### src/rtl/alu_pkg.sv
// Shared definitions for the ALU result stage: opcode encodings of the
// upstream 4-bit ALU and bit positions of the {N,Z,C,V} flag vector.
package alu_pkg;

    localparam logic [2:0] OP_ADD = 3'b000;
    localparam logic [2:0] OP_SUB = 3'b001;
    localparam logic [2:0] OP_INC = 3'b010;
    localparam logic [2:0] OP_DEC = 3'b011;
    localparam logic [2:0] OP_AND = 3'b100;
    localparam logic [2:0] OP_OR  = 3'b101;
    localparam logic [2:0] OP_XOR = 3'b110;
    localparam logic [2:0] OP_NOT = 3'b111;

    localparam int FLAG_N = 3;
    localparam int FLAG_Z = 2;
    localparam int FLAG_C = 1;
    localparam int FLAG_V = 0;

    typedef logic [3:0] flags_t;

endpackage : alu_pkg

### src/rtl/alu_flag_gen.sv
// Combinational N/Z/C/V flag derivation from one ALU transfer.
// Carry is only meaningful for the arithmetic ops; logical ops clear C and V.
module alu_flag_gen
    import alu_pkg::*;
#(
    parameter int WIDTH = 4
) (
    input  logic [2:0]       op_i,
    input  logic [WIDTH-1:0] a_i,
    input  logic [WIDTH-1:0] b_i,
    input  logic [WIDTH-1:0] y_i,
    input  logic             cout_i,
    output flags_t           flags_o
);

    localparam int MSB = WIDTH - 1;

    // Largest positive / most negative two's-complement operand values.
    localparam logic [WIDTH-1:0] MAX_POS = {1'b0, {(WIDTH-1){1'b1}}};
    localparam logic [WIDTH-1:0] MIN_NEG = {1'b1, {(WIDTH-1){1'b0}}};

    // Only the sign bit of b takes part in overflow detection.
    logic unused_b_low;
    assign unused_b_low = ^b_i[MSB-1:0];

    // Derive flags; C and V depend on the opcode class.
    always_comb begin
        // NOTE: every output gets a default first so no path through the case infers a latch.
        flags_o         = '0;
        flags_o[FLAG_N] = y_i[MSB];
        flags_o[FLAG_Z] = (y_i == '0);
        case (op_i)
            OP_ADD: begin
                flags_o[FLAG_C] = cout_i;
                flags_o[FLAG_V] = (a_i[MSB] == b_i[MSB]) && (y_i[MSB] != a_i[MSB]);
            end
            OP_SUB: begin
                flags_o[FLAG_C] = cout_i;
                flags_o[FLAG_V] = (a_i[MSB] != b_i[MSB]) && (y_i[MSB] != a_i[MSB]);
            end
            OP_INC: begin
                flags_o[FLAG_C] = cout_i;
                flags_o[FLAG_V] = (a_i == MAX_POS);
            end
            OP_DEC: begin
                flags_o[FLAG_C] = cout_i;
                flags_o[FLAG_V] = (a_i == MIN_NEG);
            end
            default: ;
        endcase
    end

endmodule : alu_flag_gen

### src/rtl/alu_result_stage.sv
// Registered result/flag stage behind the 4-bit ALU: each accepted transfer
// stores {op, y, flags} in a DEPTH-entry FIFO with valid/ready on both sides.
// The head entry is read combinationally; there is no write-to-read bypass.
// Optional build macro ALU_STICKY_FLAGS_EN adds sticky_flags/sticky_clr,
// accumulating the flags of every popped entry.
module alu_result_stage
    import alu_pkg::*;
#(
    parameter int WIDTH = 4,
    parameter int DEPTH = 4
) (
    input  logic                       clk,
    input  logic                       rst,
    input  logic                       in_valid,
    output logic                       in_ready,
    input  logic [2:0]                 in_op,
    input  logic [WIDTH-1:0]           in_a,
    input  logic [WIDTH-1:0]           in_b,
    input  logic [WIDTH-1:0]           in_y,
    input  logic [3:0]                 in_cout,
    output logic                       out_valid,
    input  logic                       out_ready,
    output logic [2:0]                 out_op,
    output logic [WIDTH-1:0]           out_y,
    output logic [3:0]                 out_flags,
    output logic [$clog2(DEPTH+1)-1:0] count
`ifdef ALU_STICKY_FLAGS_EN
    ,
    input  logic                       sticky_clr,
    output logic [3:0]                 sticky_flags
`endif
);

    localparam int PTR_W = $clog2(DEPTH);
    localparam int CNT_W = $clog2(DEPTH + 1);

    typedef struct packed {
        logic [2:0]       op;
        logic [WIDTH-1:0] y;
        flags_t           flags;
    } entry_t;

    entry_t             mem_q [DEPTH];
    logic [PTR_W-1:0]   wr_ptr_q, wr_ptr_d;
    logic [PTR_W-1:0]   rd_ptr_q, rd_ptr_d;
    logic [CNT_W-1:0]   count_q, count_d;
    flags_t             in_flags;
    logic               push, pop;

    // Only carry bit 0 of the ALU is architecturally meaningful.
    logic unused_cout_high;
    assign unused_cout_high = ^in_cout[3:1];

    alu_flag_gen #(.WIDTH(WIDTH)) u_flag_gen (
        .op_i    (in_op),
        .a_i     (in_a),
        .b_i     (in_b),
        .y_i     (in_y),
        .cout_i  (in_cout[0]),
        .flags_o (in_flags)
    );

    assign in_ready  = (count_q != CNT_W'(DEPTH));
    assign out_valid = (count_q != '0);
    assign push      = in_valid && in_ready;
    assign pop       = out_valid && out_ready;

    assign out_op    = mem_q[rd_ptr_q].op;
    assign out_y     = mem_q[rd_ptr_q].y;
    assign out_flags = mem_q[rd_ptr_q].flags;
    assign count     = count_q;

    // Next-state for pointers and occupancy; pointers wrap since DEPTH is a power of 2.
    always_comb begin
        wr_ptr_d = wr_ptr_q;
        rd_ptr_d = rd_ptr_q;
        count_d  = count_q;
        if (push) wr_ptr_d = wr_ptr_q + PTR_W'(1);
        if (pop)  rd_ptr_d = rd_ptr_q + PTR_W'(1);
        case ({push, pop})
            2'b10:   count_d = count_q + CNT_W'(1);
            2'b01:   count_d = count_q - CNT_W'(1);
            default: count_d = count_q;
        endcase
    end

    // Pointer and occupancy registers.
    always_ff @(posedge clk or posedge rst) begin
        if (rst) begin
            // NOTE: non-blocking assignments for all state so every flop samples pre-edge values.
            wr_ptr_q <= '0;
            rd_ptr_q <= '0;
            count_q  <= '0;
        end else begin
            wr_ptr_q <= wr_ptr_d;
            rd_ptr_q <= rd_ptr_d;
            count_q  <= count_d;
        end
    end

    // Entry storage, written at the write pointer on each accepted push.
    always_ff @(posedge clk or posedge rst) begin
        if (rst) begin
            // NOTE: storage is deliberately reset so the head outputs read 0 straight after reset.
            for (int i = 0; i < DEPTH; i++) mem_q[i] <= '0;
        end else if (push) begin
            mem_q[wr_ptr_q] <= '{op: in_op, y: in_y, flags: in_flags};
        end
    end

`ifdef ALU_STICKY_FLAGS_EN
    logic [3:0] sticky_q;

    assign sticky_flags = sticky_q;

    // Accumulate flags of popped entries; a clear request takes priority.
    always_ff @(posedge clk or posedge rst) begin
        if (rst) begin
            sticky_q <= '0;
        end else if (sticky_clr) begin
            sticky_q <= '0;
        end else if (pop) begin
            sticky_q <= sticky_q | out_flags;
        end
    end
`endif

endmodule : alu_result_stage

### config.mk
export PLATFORM = sky130hd
export DESIGN_NAME = alu_result_stage
export DESIGN_NICKNAME = d
export VERILOG_FILES = /design/src/rtl/alu_pkg.sv /design/src/rtl/alu_flag_gen.sv /design/src/rtl/alu_result_stage.sv
export SDC_FILE = /design/constraint.sdc
export NUM_CORES = 1
export LEC_CHECK = 0
export CORE_ASPECT_RATIO = 0.8
export CORE_MARGIN = 2
export CORE_UTILIZATION = 55
export DETAILED_ROUTE_END_ITERATION = 8
export GPL_TIMING_DRIVEN = 1
export PLACE_DENSITY = 0.89
export REMOVE_ABC_BUFFERS = 1
export SLEW_MARGIN = 20
export SYNTH_ARGS = -nofsm -noshare
export SYNTH_HDL_FRONTEND = slang
export SYNTH_SLANG_ARGS = --single-unit
### constraint.sdc
create_clock -name clk -period 4.1 [get_ports clk]
set_input_delay 1.23 -clock clk [delete_from_list [all_inputs] [get_ports clk]]
set_output_delay 1.23 -clock clk [all_outputs]
set_load 0.01 [all_outputs]
==> tab_implementation.tex, run 1 <==
\begin{tabular}{lr}
\hline
Metric & Value \\
\hline
\multicolumn{2}{l}{\textbf{Global route}} \\
Sum of overflow across all layers after global routing & 0 \\
Total Routing Usage GR & 21.4\% \\
Vias in the first global route & $\sim$1400 \\
Number of antenna violations at the first check in global routing & 0 \\
Maximum number of pins on one net before global-route repair & 33 \\
First-pass GRT wire length & 6920 microns \\
\multicolumn{2}{l}{\textbf{Flow run}} \\
Max capacitance violation total & 0 \\
\multicolumn{2}{l}{\textbf{Synthesis}} \\
Share of synthesized area occupied by flip-flops and latches & 52.7\% \\
Dominant register cell in the synthesized netlist & dfrtp\_1 \\
Number of enable flip-flop cells after synthesis & 0 \\
Syn. warnings & 0 \\
Top post-synthesis cells by area & dfrtp\_1 (53\%), mux2\_2 (19\%), mux4\_2 (10\%) \\
Total standard cell area after synthesis & between 2000 and 2500 sq um \\
Avg Inst Size Synth & 15.4 sq um \\
Most used standard cells in the synthesized netlist & dfrtp\_1 (47), mux2\_2 (37), mux4\_2 (10), inv\_1 (7), ha\_1 (5) \\
Synth Register Bits & 47 \\
Dominant cell by count in the synthesized netlist & dfrtp\_1 \\
Count of distinct cell types in the synthesized netlist & 27 \\
Asr flop ratio synth & 100\% \\
Area share of the leading cell type in the synthesized netlist & 52.7\% \\
Area leader, netlist & dfrtp\_1 \\
Instance count of the mapped netlist & 145 \\
\multicolumn{2}{l}{\textbf{Cells and area}} \\
Net count reported at finish & 210 \\
Post-layout utilization of the core & about 70\% \\
Share of final-layout standard cells stronger than drive strength 1 & 34.1\% \\
Area delta synth->final & 20.7\% \\
Ant. Diodes & 0 \\
Design Area, Final & $\sim$2700 sq um \\
Filler cell count in the final layout & 266 \\
\multicolumn{2}{l}{\textbf{Timing}} \\
Fin crit share & 84.1\% \\
Unrepaired setup endpoints after global routing & no \\
Final setup vio count & 0 \\
Maximum frequency from static timing analysis & just under 300 MHz \\
Final worst clock skew & 0.00542 ns \\
Number of slew-limit violations in the final report & 0 \\
Setup ws final & about 0.65 ns \\
Slew at the pin with the worst max-slew slack & 0.723 ns \\
Setup TNS & 0 ns \\
Final Hold Fails & 0 \\
Minimum period implied by the final worst setup slack & 3.45 ns \\
Relative slew margins & 51.8\% \\
\multicolumn{2}{l}{\textbf{Pwr}} \\
P\_int & 1.42 mW \\
Power share of the sequential group & roughly two fifths \\
Net switching share of the total power & 32.9\% \\
Net switching power figure & 0.694 mW \\
IR drop worst, VDD & 408 uV \\
Total leakage power & 1.18 nW \\
Share of total power in combinational logic & 45.9\% \\
Clock power share & approximately an eighth \\
Power density of the placed cells & 783 nW/um\^{}2 \\
\multicolumn{2}{l}{\textbf{Worst setup path}} \\
List of cells traversed by the critical path & mux4\_2, clkdlybuf4s50\_1 \\
WS Path Type & reg2out \\
Kind of capture point of the worst setup path & output pin \\
Worst path bufs/invs & 1 \\
Slowest-stage cell, CP & dfrtp\_1 \\
Required time worst endpoint & 2.87 ns \\
Data arrival time at the worst-slack endpoint & 2.22 ns \\
Critical path origin & rd\_ptr\_q[0] \\
Largest stage delay, worst path & around 0.8 ns \\
Largest delay contributor family on the critical path & flip-flops \\
Critical Path Fanout Max & 12 \\
Startpoint kind of the worst setup timing path & flip-flop \\
Critical register-to-register path startpoint & count[2] \\
\multicolumn{2}{l}{\textbf{Placed design}} \\
Post-Place Worst Slack & 0.942 ns \\
Post-detail-place hpwl & 2950 microns \\
Count of buffers inserted at the top-level ports & 32 \\
Placer's final routability congestion estimate & 0.683 \\
Post-Place Cell Area & 2610 sq um \\
\multicolumn{2}{l}{\textbf{Drt}} \\
Number of detailed-routing iterations run before antenna repair & 4 \\
Vias per inst & 5.56 \\
Violation count after the first detailed-route iteration & 110 \\
Post-detailed-route wirelength per cell & 17.8 microns \\
DR DRC count & 0 \\
Wire length reported by the detailed router & 4230 microns \\
Remaining antenna violation count & 0 \\
Vias after detailed routing & between 1000 and 1500 \\
\multicolumn{2}{l}{\textbf{Floorplanning}} \\
Floorplan die area & 4590 sq um \\
Floorplan Core Area & a little under 4000 sq um \\
Die Width & 75.2 microns \\
Placement Rows & 20 \\
Die boundary height & 61.0 microns \\
Effective utilization at floorplan & 57.9\% \\
I/O pin total & 39 \\
\multicolumn{2}{l}{\textbf{CTS}} \\
Postcts setup bufs & 0 \\
Clock tree from TritonCTS & yes \\
CTS Sinks & 47 \\
CTS buffer count & 5 \\
Hold-fix buffer count after cts & 0 \\
Master cell of the clock root buffer & clkbuf\_8 \\
Clock insertion delay at the later pin of the skew report & 0.30 ns \\
Clock-pin slew on the worst setup and hold paths & 0.09 ns \\
Level count of the clock H-tree & 2 \\
Max Buffers Root-to-Sink & 2 \\
Number of instances resized during post-cts repair & 0 \\
\multicolumn{2}{l}{\textbf{Outcome}} \\
Run status & completed \\
\multicolumn{2}{l}{\textbf{Min path}} \\
Kind of path behind the tightest hold check & reg2reg \\
Min-delay src & mem\_q[35] \\
\hline
\end{tabular}
routing by layer:
metal,vias to the layer above,track usage [%],share of wire (%)
li1,600,-,-
met1,686,29.6,45
met2,28,33.8,51
met3,4,5.98,3.4
met4,0,6.02,0.99
met5,-,0,0
worst reg2reg max path: stages, from the launching register on:
cell and delay (ns):
dfrtp_1 0.46, or3_2 0.51, and2_1 0.23, ha_1 0.23
inv_1 0.07, fa_1 0.17, xor2_1 0.15, nor2_1 0.06
xor2_1 0.14
flip-flops by register name (all words and copies together) (netlist names):
| signal | count |
|---|---|
| rd_ptr_q | 2 |
| wr_ptr_q | 2 |
| count | 3 |
| mem_q | 40 |
per-stage QoR:
| step | hold WS [ns] | total power, mW | std cells |
|---|---|---|---|
| floorplan | 0.459 | 1.44 | 141 |
| global placement | 0.468 | 1.78 | 229 |
| detailed placement | 0.480 | 1.85 | 229 |
| CTS | 0.500 | 2.13 | 237 |
| global route | 0.524 | 2.24 | 237 |
| finish | 0.502 | 2.11 | 237 |
cells by family after synthesis:
| group | after synthesis | share of synthesized area, % |
|---|---|---|
| muxes | 52 | 31.2 |
| DFF | 47 | 52.7 |
| and+or+nand+nor | 20 | 6.45 |
| buffers and inverters | 11 | 2.19 |
| xor gates and xnor gates | 7 | 2.75 |
| adders and majority gates | 6 | 3.70 |
| AOI/OAI and AO/OA | 2 | 1.06 |
placed cells by master (no fill, tap or decap), drive strengths merged, types with 4 or more instances in the layout:
cell / instances
ha: 5
clkdlybuf4s50: 32
clkbuf: 6
mux4: 10
inv: 8
mux2: 40
xnor2: 4
nand2: 7
dfrtp: 47
power groups by stage:
stage	clock network (mW)	logic (mW)	registers [mW]
floorplan	0	0.621	0.822
global placement	0	0.933	0.847
detailed placement	0	0.973	0.876
CTS	0.284	0.980	0.867
global route	0.307	1.03	0.902
finish	0.280	0.969	0.863
cell type report:
class / instances / area, sq um / area share (%)
timing repair buffer: 33 / 328 / 12.2
clock inverter: 2 / 16.3 / 0.604
clock buffer: 6 / 72.6 / 2.69
inverter: 7 / 26.3 / 0.975
sequential: 47 / 1180 / 43.6
multi-input combinational: 87 / 1010 / 37.4
tap: 55 / 68.8 / 2.55
final timing paths:
kind / endpoint / slack (ns) / cells past startpoint
max: out_y[2] / 0.65 / 2
min: mem_q[35] / 0.50 / 1
max reg2reg: count[2] / 1.98 / 8
min reg2reg: mem_q[35] / 0.50 / 1
max in group asynchronous: mem_q[40] / 2.07 / 3
min in group asynchronous: wr_ptr_q[0] / 1.36 / 2
Note: power is estimated with default switching activity, not from simulation.
==> inputs of run 2 (changes only) <==
--- a/config.mk
+++ b/config.mk
@@ -7,10 +7,10 @@
 export LEC_CHECK = 0
 export CORE_ASPECT_RATIO = 0.8
 export CORE_MARGIN = 2
-export CORE_UTILIZATION = 55
+export CORE_UTILIZATION = 47
 export DETAILED_ROUTE_END_ITERATION = 8
 export GPL_TIMING_DRIVEN = 1
-export PLACE_DENSITY = 0.89
+export PLACE_DENSITY = 0.81
 export REMOVE_ABC_BUFFERS = 1
 export SLEW_MARGIN = 20
 export SYNTH_ARGS = -nofsm -noshare
==> constraint.sdc (replaced) <==
create_clock -name clk -period 2.9 [get_ports clk]
set_input_delay 0.87 -clock clk [delete_from_list [all_inputs] [get_ports clk]]
set_output_delay 0.87 -clock clk [all_outputs]
set_load 0.01 [all_outputs]
==> run 2 against run 1 <==
Against the previous run:
- critical path type unchanged
- critical endpoint is now out_flags[2]
- worst hold slack better by 0.0033 ns
- count of clock-buffer cells in the layout stayed put
- cell area increased by 1.2%
- first-iteration DRC count decreased by 43%
- final cell count grew 3.8%
==> tab_implementation.tex, run 2 (synthesis results as in run 1) <==
\begin{tabular}{lr}
\hline
Metric & Value \\
\hline
\multicolumn{2}{l}{\textbf{Timing}} \\
Maximum frequency from static timing analysis & 361 MHz \\
Unrepaired setup endpoints after global routing & no (unchanged) \\
Fin crit share & 95.5\% \\
Slew at the pin with the worst max-slew slack & 0.581 ns (was 0.723 ns) \\
Final worst clock skew & 0.00523 ns (was 0.00542 ns) \\
Setup TNS & 0 ns (unchanged) \\
Relative slew margins & 61.3\% (was 51.8\%) \\
Number of slew-limit violations in the final report & 0 (unchanged) \\
Final Hold Fails & 0 (unchanged) \\
Final setup vio count & 0 (unchanged) \\
Minimum period implied by the final worst setup slack & 2.77 ns \\
\multicolumn{2}{l}{\textbf{Worst setup path}} \\
List of cells traversed by the critical path & buf\_4, mux4\_2, clkdlybuf4s50\_1 (was mux4\_2, clkdlybuf4s50\_1) \\
Slowest-stage cell, CP & mux4\_2 (was dfrtp\_1) \\
Reg-to-reg slack, setup & 0.73 ns (was 1.98 ns) \\
Worst path bufs/invs & 2 (was 1) \\
Critical register-to-register path startpoint & count[2] (unchanged) \\
Logic depth of the worst register-to-register path & 8 (unchanged) \\
Required time worst endpoint & 2.03 ns (was 2.87 ns) \\
FF-to-FF End & count[2] (unchanged) \\
Startpoint kind of the worst setup timing path & flip-flop (unchanged) \\
Kind of capture point of the worst setup path & output pin (unchanged) \\
Data arrival time at the worst-slack endpoint & 1.90 ns (was 2.22 ns) \\
Largest stage delay, worst path & 0.54 ns (was 0.82 ns) \\
Largest delay contributor family on the critical path & buffers and inverters (was flip-flops) \\
WS Path Type & reg2out (unchanged) \\
Critical Path Fanout Max & 8 (was 12) \\
\multicolumn{2}{l}{\textbf{Drt}} \\
Violation count after the first detailed-route iteration & 63 (was 110) \\
Vias after detailed routing & 1322 (was 1318) \\
Remaining antenna violation count & 0 (unchanged) \\
Post-detailed-route wirelength per cell & 17.6 microns (was 17.8 microns) \\
Vias per inst & 5.37 (was 5.56) \\
Wire length reported by the detailed router & 4320 microns (was 4230 microns) \\
Number of detailed-routing iterations run before antenna repair & 4 (unchanged) \\
DR DRC count & 0 (unchanged) \\
\multicolumn{2}{l}{\textbf{Floorplanning}} \\
Floorplan Core Area & 4570 sq um (was 3850 sq um) \\
Die boundary height & 65.6 microns (was 61.0 microns) \\
I/O pin total & 39 (unchanged) \\
Die Width & 81.1 microns (was 75.2 microns) \\
Floorplan die area & 5320 sq um (was 4590 sq um) \\
Placement Rows & 22 (was 20) \\
Effective utilization at floorplan & 48.8\% (was 57.9\%) \\
\multicolumn{2}{l}{\textbf{Cells and area}} \\
Share of final-layout standard cells stronger than drive strength 1 & 34.9\% (was 34.1\%) \\
Largest register by flop count & mem\_q (unchanged) \\
Design Area, Final & 2730 sq um (was 2700 sq um) \\
Ant. Diodes & 0 (unchanged) \\
Max FFs per register & 40 (unchanged) \\
Area delta synth->final & 22.2\% (was 20.7\%) \\
Most frequent cells in the layout & dfrtp\_1 (47), mux2\_2 (37), clkdlybuf4s50\_1 (32) (unchanged) \\
Net count reported at finish & 214 (was 210) \\
Number of cells in the finished layout apart from fillers & 246 (was 237) \\
Filler cell count in the final layout & 375 (was 266) \\
Commonest non-fill, non-tap cell in the layout & dfrtp\_1 (unchanged) \\
\multicolumn{2}{l}{\textbf{Pwr}} \\
IR drop worst, VDD & 554 uV (was 408 uV) \\
Power share of the sequential group & 38.7\% (was 40.9\%) \\
Power density of the placed cells & 1100 nW/um\^{}2 (was 783 nW/um\^{}2) \\
Final Total Pwr & 3.01 mW (was 2.11 mW) \\
P\_int & 2.03 mW (was 1.42 mW) \\
Net switching share of the total power & 32.4\% (was 32.9\%) \\
Net switching power figure & 0.975 mW (was 0.694 mW) \\
Clock power share & 12.6\% (was 13.3\%) \\
Share of total power in combinational logic & 48.7\% (was 45.9\%) \\
Total leakage power & 1.20 nW (was 1.18 nW) \\
\multicolumn{2}{l}{\textbf{Global route}} \\
Sum of overflow across all layers after global routing & 0 (unchanged) \\
Total Routing Usage GR & 18.5\% (was 21.4\%) \\
Vias in the first global route & 1472 (was 1353) \\
First-pass GRT wire length & 7170 microns (was 6920 microns) \\
Number of antenna violations at the first check in global routing & 0 (unchanged) \\
Maximum number of pins on one net before global-route repair & 48 (was 33) \\
\multicolumn{2}{l}{\textbf{CTS}} \\
Number of instances resized during post-cts repair & 0 (unchanged) \\
Postcts setup bufs & 0 (unchanged) \\
Hold-fix buffer count after cts & 0 (unchanged) \\
Clock-pin slew on the worst setup and hold paths & 0.09 ns (about the same) \\
CTS Sinks & 47 (unchanged) \\
Clock tree from TritonCTS & yes (unchanged) \\
Max Buffers Root-to-Sink & 2 (unchanged) \\
CTS buffer count & 5 (unchanged) \\
Clock insertion delay at the later pin of the skew report & 0.29 ns (was 0.30 ns) \\
Master cell of the clock root buffer & clkbuf\_8 (unchanged) \\
Level count of the clock H-tree & 2 (unchanged) \\
\multicolumn{2}{l}{\textbf{Min path}} \\
Min-delay src & mem\_q[6] (was mem\_q[35]) \\
Kind of path behind the tightest hold check & reg2reg (unchanged) \\
Worst Hold Endpoint & mem\_q[6] (was mem\_q[35]) \\
Cell depth of the worst hold path & 1 (unchanged) \\
\multicolumn{2}{l}{\textbf{Placed design}} \\
Post-detail-place hpwl & 3110 microns (was 2950 microns) \\
Post-Place Cell Area & 2640 sq um (was 2610 sq um) \\
Number of placed instances with taps included & 238 (was 229) \\
Count of buffers inserted at the top-level ports & 32 (unchanged) \\
Placer's final routability congestion estimate & 0.690 (was 0.683) \\
\multicolumn{2}{l}{\textbf{Flow run}} \\
Max capacitance violation total & 0 (unchanged) \\
\multicolumn{2}{l}{\textbf{Outcome}} \\
Run status & completed (unchanged) \\
\hline
\end{tabular}
run 2: cell count changes in the layout (fill, tap and decap cells not counted):
cell | previous run | this run
inv_2 | 1 | 0
clkinv_1 | 0 | 1
inv_6 | 1 | 0
buf_4 | 1 | 5
clkinv_2 | 0 | 1
run 2: how the worst max path moves through the flow:
stage                startpoint      endpoint  cells after the start
floorplan              in_valid      count[2]                      8
CTS                 rd_ptr_q[0]  out_flags[2]                      3
global placement      out_ready      count[2]                      8
finish              rd_ptr_q[0]  out_flags[2]                      3
detailed placement    out_ready      count[2]                      8
global route        rd_ptr_q[0]  out_flags[2]                      3
run 2: area by class of cell:
class	count	area [sq um]	share of cell area, %
multi-input combinational	87	1010	36.9
tap	60	75.1	2.75
inverter	7	26.3	0.963
timing repair buffer	37	358	13.1
sequential	47	1180	43.1
clock inverter	2	12.5	0.459
clock buffer	6	72.6	2.66
run 2: metal layers:
layer  up-vias  routed length [microns]  global-route usage, %
met3         9                      100                   4.67
met2        25                     2230                   30.0
met5         -                        0                      0
met1       683                     1920                   24.4
met4         0                       64                   6.57
li1        605                        -                      -
run 2: worst register-to-register path, stage by stage (launching register included):
cell and delay (ns):
dfrtp_1 0.47, or3_2 0.52, and2_1 0.23, ha_1 0.22
inv_1 0.07, fa_1 0.18, xor2_1 0.15, nor2_1 0.07
xor2_1 0.14
run 2: per-stage QoR:
stage	hold WS (ns)	worst slack [ns]	util, %
final	0.505	0.131	59.7
after CTS	0.507	0.103	59.7
after floorplan	0.459	0.700	-
after global placement	0.469	0.297	57.8
after global routing	0.523	0.0389	59.7
after detailed placement	0.487	0.209	57.8
run 2: power groups by stage:
stage                     registers [mW]  clock network, mW  logic [mW]
after floorplan                     1.16                  0       0.878
after global placement              1.14                  0        1.42
after detailed placement            1.18                  0        1.48
after CTS                           1.16              0.396        1.49
after global routing                1.20              0.430        1.58
final                               1.16              0.379        1.46
